==> config.mk <==
export PLATFORM = sky130hd
export DESIGN_NAME = decoder_onehot_scan
export DESIGN_NICKNAME = d
export VERILOG_FILES = /design/src/rtl/decoder_onehot_scan.sv
export SDC_FILE = /design/constraint.sdc
export NUM_CORES = 1
export LEC_CHECK = 0
export ABC_AREA = 1
export ABC_CLOCK_PERIOD_IN_PS = 2110
export CAP_MARGIN = 10
export CORE_ASPECT_RATIO = 0.8
export CORE_UTILIZATION = 50
export CTS_CLUSTER_DIAMETER = 100
export CTS_CLUSTER_SIZE = 24
export DETAILED_ROUTE_END_ITERATION = 6
export PLACE_DENSITY = 0.9
export REMOVE_ABC_BUFFERS = 1
export SETUP_SLACK_MARGIN = 0.2
export SYNTH_ARGS = -nofsm -noshare
export SYNTH_HDL_FRONTEND = slang
export SYNTH_SLANG_ARGS = --single-unit
==> constraint.sdc <==
create_clock -name clk -period 2.11 [get_ports clk]
set_input_delay 0.211 -clock clk [delete_from_list [all_inputs] [get_ports clk]]
set_output_delay 0.211 -clock clk [all_outputs]
set_load 0.02 [all_outputs]
==> src/rtl/decoder_onehot_scan.sv <==
// rtl/decoder_onehot_scan.sv - registered one-hot decoder with direct and dwell-timed scan modes
module decoder_onehot_scan #(
    parameter int SEL_W   = 3,
    parameter int DWELL_W = 8
) (
    input  logic                    clk,
    input  logic                    rst,
    input  logic                    en,
    input  logic                    mode,
    input  logic                    start,
    input  logic [SEL_W-1:0]        sel,
    input  logic [DWELL_W-1:0]      dwell,
    output logic [(1<<SEL_W)-1:0]   out,
    output logic [SEL_W-1:0]        idx,
    output logic                    busy,
    output logic                    wrap
);

    localparam int OUT_W = 1 << SEL_W;

    typedef enum logic [1:0] {
        IDLE   = 2'd0,
        DIRECT = 2'd1,
        SCAN   = 2'd2
    } state_t;

    state_t               state_q, state_d;
    logic [OUT_W-1:0]     out_q,   out_d;
    logic [SEL_W-1:0]     idx_q,   idx_d;
    logic                 busy_q,  busy_d;
    logic                 wrap_q,  wrap_d;
    logic [DWELL_W-1:0]   cnt_q,   cnt_d;

    logic [SEL_W-1:0]     idx_inc;
    logic                 idx_last;

    function automatic logic [OUT_W-1:0] onehot(input logic [SEL_W-1:0] i);
        logic [OUT_W-1:0] r;
        r    = '0;
        r[i] = 1'b1;
        return r;
    endfunction

    assign idx_inc  = idx_q + 1'b1;
    assign idx_last = (idx_q == {SEL_W{1'b1}});

    // Priority: en=0, then mode=0, then start, then scan advance.
    always_comb begin
        state_d = state_q;
        out_d   = out_q;
        idx_d   = idx_q;
        busy_d  = busy_q;
        wrap_d  = 1'b0;
        cnt_d   = cnt_q;
        if (!en) begin
            state_d = IDLE;
            out_d   = '0;
            busy_d  = 1'b0;
            cnt_d   = '0;
        end else if (!mode) begin
            state_d = DIRECT;
            out_d   = onehot(sel);
            idx_d   = sel;
            busy_d  = 1'b0;
        end else if (start) begin
            state_d = SCAN;
            out_d   = onehot('0);
            idx_d   = '0;
            busy_d  = 1'b1;
            cnt_d   = '0;
        end else if (state_q == SCAN) begin
            // A dwell lowered below cnt is reached only after cnt overflows.
            if (cnt_q != dwell) begin
                cnt_d = cnt_q + 1'b1;
            end else begin
                cnt_d  = '0;
                idx_d  = idx_inc;
                out_d  = onehot(idx_inc);
                wrap_d = idx_last;
            end
        end else begin
            state_d = IDLE;
            out_d   = '0;
            busy_d  = 1'b0;
        end
    end

    always_ff @(posedge clk or posedge rst) begin
        if (rst) begin
            state_q <= IDLE;
            out_q   <= '0;
            idx_q   <= '0;
            busy_q  <= 1'b0;
            wrap_q  <= 1'b0;
            cnt_q   <= '0;
        end else begin
            state_q <= state_d;
            out_q   <= out_d;
            idx_q   <= idx_d;
            busy_q  <= busy_d;
            wrap_q  <= wrap_d;
            cnt_q   <= cnt_d;
        end
    end

    assign out  = out_q;
    assign idx  = idx_q;
    assign busy = busy_q;
    assign wrap = wrap_q;

endmodule

; Yosys cells after proc, flatten, opt, wreduce, memory -nomap -nowiden
; Index checks and enable logic that the tools add are counted.
[classes]
magnitude_cmp = 4
muxes = 31
n_eq_ne = 9
add_sub_neg = 2
reduce_logical = 4
[ops]
columns = cell, n
row1 = $mux W8, 10
row2 = $mux W3, 4
row3 = $mux W1, 11
row4 = $add A8 B1 Y8 const B, 1
row5 = $lt A3 B4 Y1 const B, 2
row6 = $mux W2, 4
row7 = $ne A8 B8 Y1, 1
row8 = $demux W1 S3, 2
row9 = $ge A3 B1 Y1 const B, 2
row10 = $ne A3 B1 Y1 const B, 2
row11 = $ne A5 B5 Y1 const B, 1
row12 = $ne A4 B4 Y1 const B, 1
row13 = $add A3 B1 Y3 const B, 1
row14 = $eq A3 B3 Y1 const B, 1
row15 = $ne A3 B3 Y1 const B, 1
row16 = $reduce_and A3 Y1, 1
row17 = $eq A2 B2 Y1 const B, 1
row18 = $logic_and A1 B1 Y1, 2
row19 = $ne A2 B1 Y1 const B, 1
row20 = $reduce_and A2 Y1, 1
[totals]
out_inout_bits = 13
ff_bits = 23

; Depth between registers and ports, before layout
[logic_depth]
ltp_word = 10
ltp_mapped = 10

; Least setup slack after synthesis
; OpenSTA, ideal clock, no wires.
[synth_path]
path_kind = reg-to-reg
from = register idx_q[0], in the netlist idx[0]
to = register out_q[0], in the netlist out[0]
n_path_buf = 0
t_arrival_ns = 1.546
path_stages_with_launch = 8
path_slack_ns = 0.482
setup_ns = 0.083
required_time_ns = 2.027
path_cell_list = dfrtp_1 ha_1 ha_1 nor2_1 inv_1 o31ai_1 nand3_1 o21ai_0
[synth_via]
elab_chain_cells = 10
elab_cells_between_ends = 11
[synth_lines]
columns = item, line
row1 = from (decl), 29  ; logic [SEL_W-1:0] idx_q, idx_d;
row2 = from (signal assigned), 99  ; idx_q <= idx_d;
row3 = $add A3 B1 Y3 *, 44  ; assign idx_inc = idx_q + 1'b1;
row4 = $lt A3 B4 Y1 (not written as such) or $ge A3 B1 Y1 (tied branches), 40  ; r[i] = 1'b1;
row5 = $logic_and A1 B1 Y1 (not written as such), 40
row6 = $mux W1 (not written as such), 40
row7 = $demux W1 S3 *, 40
row8 = $mux W8 *, 73  ; if (cnt_q != dwell) begin
row9 = $mux W8 *, 71  ; end else if (state_q == SCAN) begin
row10 = $mux W8 *, 65  ; end else if (start) begin
row11 = $mux W8 *, 60  ; end else if (!mode) begin
row12 = $mux W8 *, 55  ; if (!en) begin
row13 = to (signal assigned), 98  ; out_q <= out_d;
row14 = to (decl), 28  ; logic [OUT_W-1:0] out_q, out_d;
; Mark *: on every way between the ends. The rest lies on a longest branch, timed or not. The select of a mux whose other input is x is not followed.
; A chain may end at the register's enable or synchronous reset.

; Worst setup path in the final report
; Same ends and word-level chain as after synthesis.

==> impl_metrics.csv <==
group,metric,value,unit
outcome,run_status,"completed",
clocking,cts.hold.buffers_added,0,
clocking,cts_htree_levels,1,
clocking,cts_tree,"yes",
worst_setup_path,end_kind,"register",
clocking,clockBufferDepth,2,
sta,tns,0,ns
worst_setup_path,worst_path_largest_cell_delay,0.46,ns
hold_path,worst_hold_path_type,"input port to async pin",
place,place.gp.congestion,0.9436,
power,share_seq_of_total_power,48.9,%
worst_setup_path,worstReg2RegStart,"idx[0]$_DFFE_PP0P_",
route,drt-total-wl,3124,um
power,total_switching_power,294.6,uW
yosys,synth_compound_area_share,11.51,%
route,vias,1313,
yosys,synth-adder-area-share,2.762,%
yosys,synthMostInstantiatedCell,"nand2_1",
sta,timing_worst_slew_pin_value,0.3242,ns
global_routing,antenna_violations_before_repair,0,
sta,setup_viol,0,
yosys,synth_top_cell_by_area,"dfrtp_1",
global_routing,grt_pass1_vias,1158,
worst_setup_path,startpoint_type,"register",
place,post-place-cells,256,
power,peakVddDrop,0.0005258,V
yosys,simple_logic_cell_fraction_of_the_synthesized_area,34.35,%
sta,fin_worst_hold_slack,0.2120,ns
yosys,synth-main-ff-cell,"dfrtp_1",
yosys,synthXorXnorAreaFrac,2.578,%
route,post_drt_wl_per_cell,12.02,um
cells_and_area,fill_cells,204,
yosys,synth.mux.area_fraction,0,%
floorplan,num_io_pins,29,
clocking,post_cts.repair.setup_buffers,0,
cells_and_area,number_of_diodes_added_for_antenna_fixing,0,
sta,grt_setup_unrepaired,"no",
power,combinational_power_share,26.1,%
clocking,cts_made_buffers,3,
clocking,worst_setup_hold_path_clk_slew,0.14,ns
cells_and_area,final_layout_size_suffix_gt1_share,7.143,%
route,drc_violations_left,0,
sta,timing.final.hold_violations,0,
yosys,post_synth_inst_count,191,
yosys,synth_top_family_by_area,"simple AND/OR/NAND/NOR gates",
cells_and_area,seqCellArea,550.5,um^2
clocking,cts.sinks,22,
worst_setup_path,worstSetupPathType,"register to register",
cells_and_area,count_of_non_filler_cells_in_the_finished_layout,260,
worst_setup_path,worstPathMaxFanout,6,
sta,fin_skew,0.01814,ns
global_routing,grt_pass1_wl,5050,um
sta,report.final.slew_viol_count,0,
yosys,netlist_top_cells_count,"65 x nand2_1, 25 x inv_1, 22 x dfrtp_1",
global_routing,grt.total_usage,22.87,%
sta,relative_slew_slack,78.22,%
worst_setup_path,worst-endpoint-arrival,1.95,ns
power,power.leakage,0.8466,nW
power,clock_power_share,25.1,%
power,power_switching_share,31.15,%
yosys,synth_largest_type_area_fraction,40.52,%
floorplan,floorplan.core_area,2502,um^2
worst_setup_path,wp_data_required,2.36,ns
sta,period_minus_slack,1.696,ns
yosys,synth.area.top_cells,"dfrtp_1 41%, nand2_1 18%, nand3_1 7.0%, inv_1 6.9%, nor2_1 4.7%",
worst_setup_path,startpoint,"idx[0]$_DFFE_PP0P_",
yosys,synth-edff-count,0,
worst_setup_path,critical-path-slowest-cell,"dfrtp_1",
yosys,synthesis.area_per_instance,7.114,um^2
floorplan,die-height,48.63,um
cells_and_area,num-nets-final,244,
yosys,postSynth.asyncResetShare,100.0,%
route,firstDrtPassIters,5,
floorplan,floorplan.die.width,60.29,um
route,postRouteAntennaNets,0,
power,p_int,651.2,uW
floorplan,die_area,2931,um^2
sta,max_freq,0.5896,GHz
worst_setup_path,crit_path_cell_trace,"ha_1 -> ha_1 -> nor2_1 -> inv_1 -> o31ai_1 -> nand3_1 -> o21ai_0",
global_routing,grt-ovfl-total,0,
cells_and_area,multi_input_comb_area,695.7,um^2
global_routing,grt_max_degree,23,
yosys,synth_unique_cells,23,
yosys,post_synthesis_sequential_area_ratio,40.52,%
worst_setup_path,critical-path-top-cell-by-count,"ha_1",
cells_and_area,final_core_util,69.20,%
clocking,cts_resized,0,
flow_run,max-cap-violations,0,
yosys,post_synth_instance_area,1359,um^2
floorplan,initial_core_util,54.30,%
cells_and_area,syn2layout_area_growth,27.44,%
route,detail_route.iter0.violations,68,
power,power.density_cell_area,546.2,nW/um^2
route,detail_route.vias_per_cell,5.050,
yosys,register_bit_count_reported_by_yosys,22,
sta,final_min_period_over_clock_period,80.38,%
place,port_buffers,28,
place,detailedPlacementHpwl,2341,um
floorplan,std_cell_rows,16,
clocking,clock_latency,0.32,ns
yosys,synth_warnings,0,
clocking,clock_tree.root_cell,"clkbuf_4",
## power by group through the flow
stage / logic [mW] / registers, mW / clock network [mW]
floorplan: 0.131 / 0.484 / 0
global placement: 0.241 / 0.469 / 0
detailed placement: 0.243 / 0.470 / 0
CTS: 0.246 / 0.462 / 0.237
global route: 0.273 / 0.466 / 0.258
finish: 0.247 / 0.462 / 0.237
## stage by stage
stage	setup WS [ns]	area (um^2)	total power, mW
after floorplan	0.4857	1355	0.6154
after global placement	0.3411	1695	0.7101
after detailed placement	0.3361	1695	0.7129
after CTS	0.4095	1732	0.9454
after global routing	0.2474	1732	0.9964
final	0.4141	1732	0.9458
## routing by layer
| layer | vias up | wire length (um) | track usage (%) |
|---|---|---|---|
| met5 | - | 0 | 0 |
| met4 | 0 | 17 | 3.488 |
| met3 | 2 | 227 | 5.615 |
| met2 | 48 | 1411 | 34.98 |
| met1 | 582 | 1466 | 33.16 |
| li1 | 681 | - | - |
## logic make-up after synthesis
group	Yosys count
AOI/OAI and AO/OA	22
xor gates and xnor gates	4
adders and majority gates	3
buffers and inverters	30
DFF	22
and+or+nand+nor	110
## worst max-delay path: cells and delay by family, from the launching register on
kind | cells | cell delay, ns
simple gates | 2 | 0.21
fa+ha+maj | 2 | 0.57
flops | 1 | 0.46
compound gates | 2 | 0.35
buf+inv | 1 | 0.06
## flip-flops by register name (all words and copies together) (netlist names)
signal	flops
cnt_q	8
idx	3
out	8
state_q	2
wrap	1
## cells in the final DEF, fill, tap and decap left out
cell type	instances
nor2_4	1
dfrtp_1	22
clkbuf_8	1
inv_2	4
o31ai_1	2
a21oi_1	3
nand2_1	65
nor2_1	17
o32ai_1	3
o21ai_0	4
xor2_1	1
o22ai_1	3
nor3_1	2
a21o_2	1
ha_1	3
xnor2_1	3
nand2_4	1
clkbuf_4	3
o21ai_1	4
buf_4	2
clkdlybuf4s50_1	28
nand4_1	4
a21oi_4	2
nand2_2	1
inv_1	25
nand3_1	19
## path summary, 6_finish.rpt
check / slack (ns) / end / cells past startpoint
worst max-delay path: 0.41 / out[0]$_DFFE_PP0P_ / 7
worst min-delay path: 0.21 / out[4]$_DFFE_PP0P_ / 3
worst max register to register: 0.41 / out[0]$_DFFE_PP0P_ / 7
worst min register to register: 0.49 / out[2]$_DFFE_PP0P_ / 2
max in group asynchronous: 1.65 / cnt_q[5]$_DFFE_PP0P_ / 3
min in group clk: 0.49 / out[2]$_DFFE_PP0P_ / 2
## area by class of cell
cell class | count | share of cell area (%)
timing repair buffer | 30 | 17.05
inverter | 29 | 6.286
multi-input combinational | 139 | 40.17
tap | 36 | 2.601
clock buffer | 4 | 2.095
sequential | 22 | 31.79
Power figures use the tool's default switching activity.
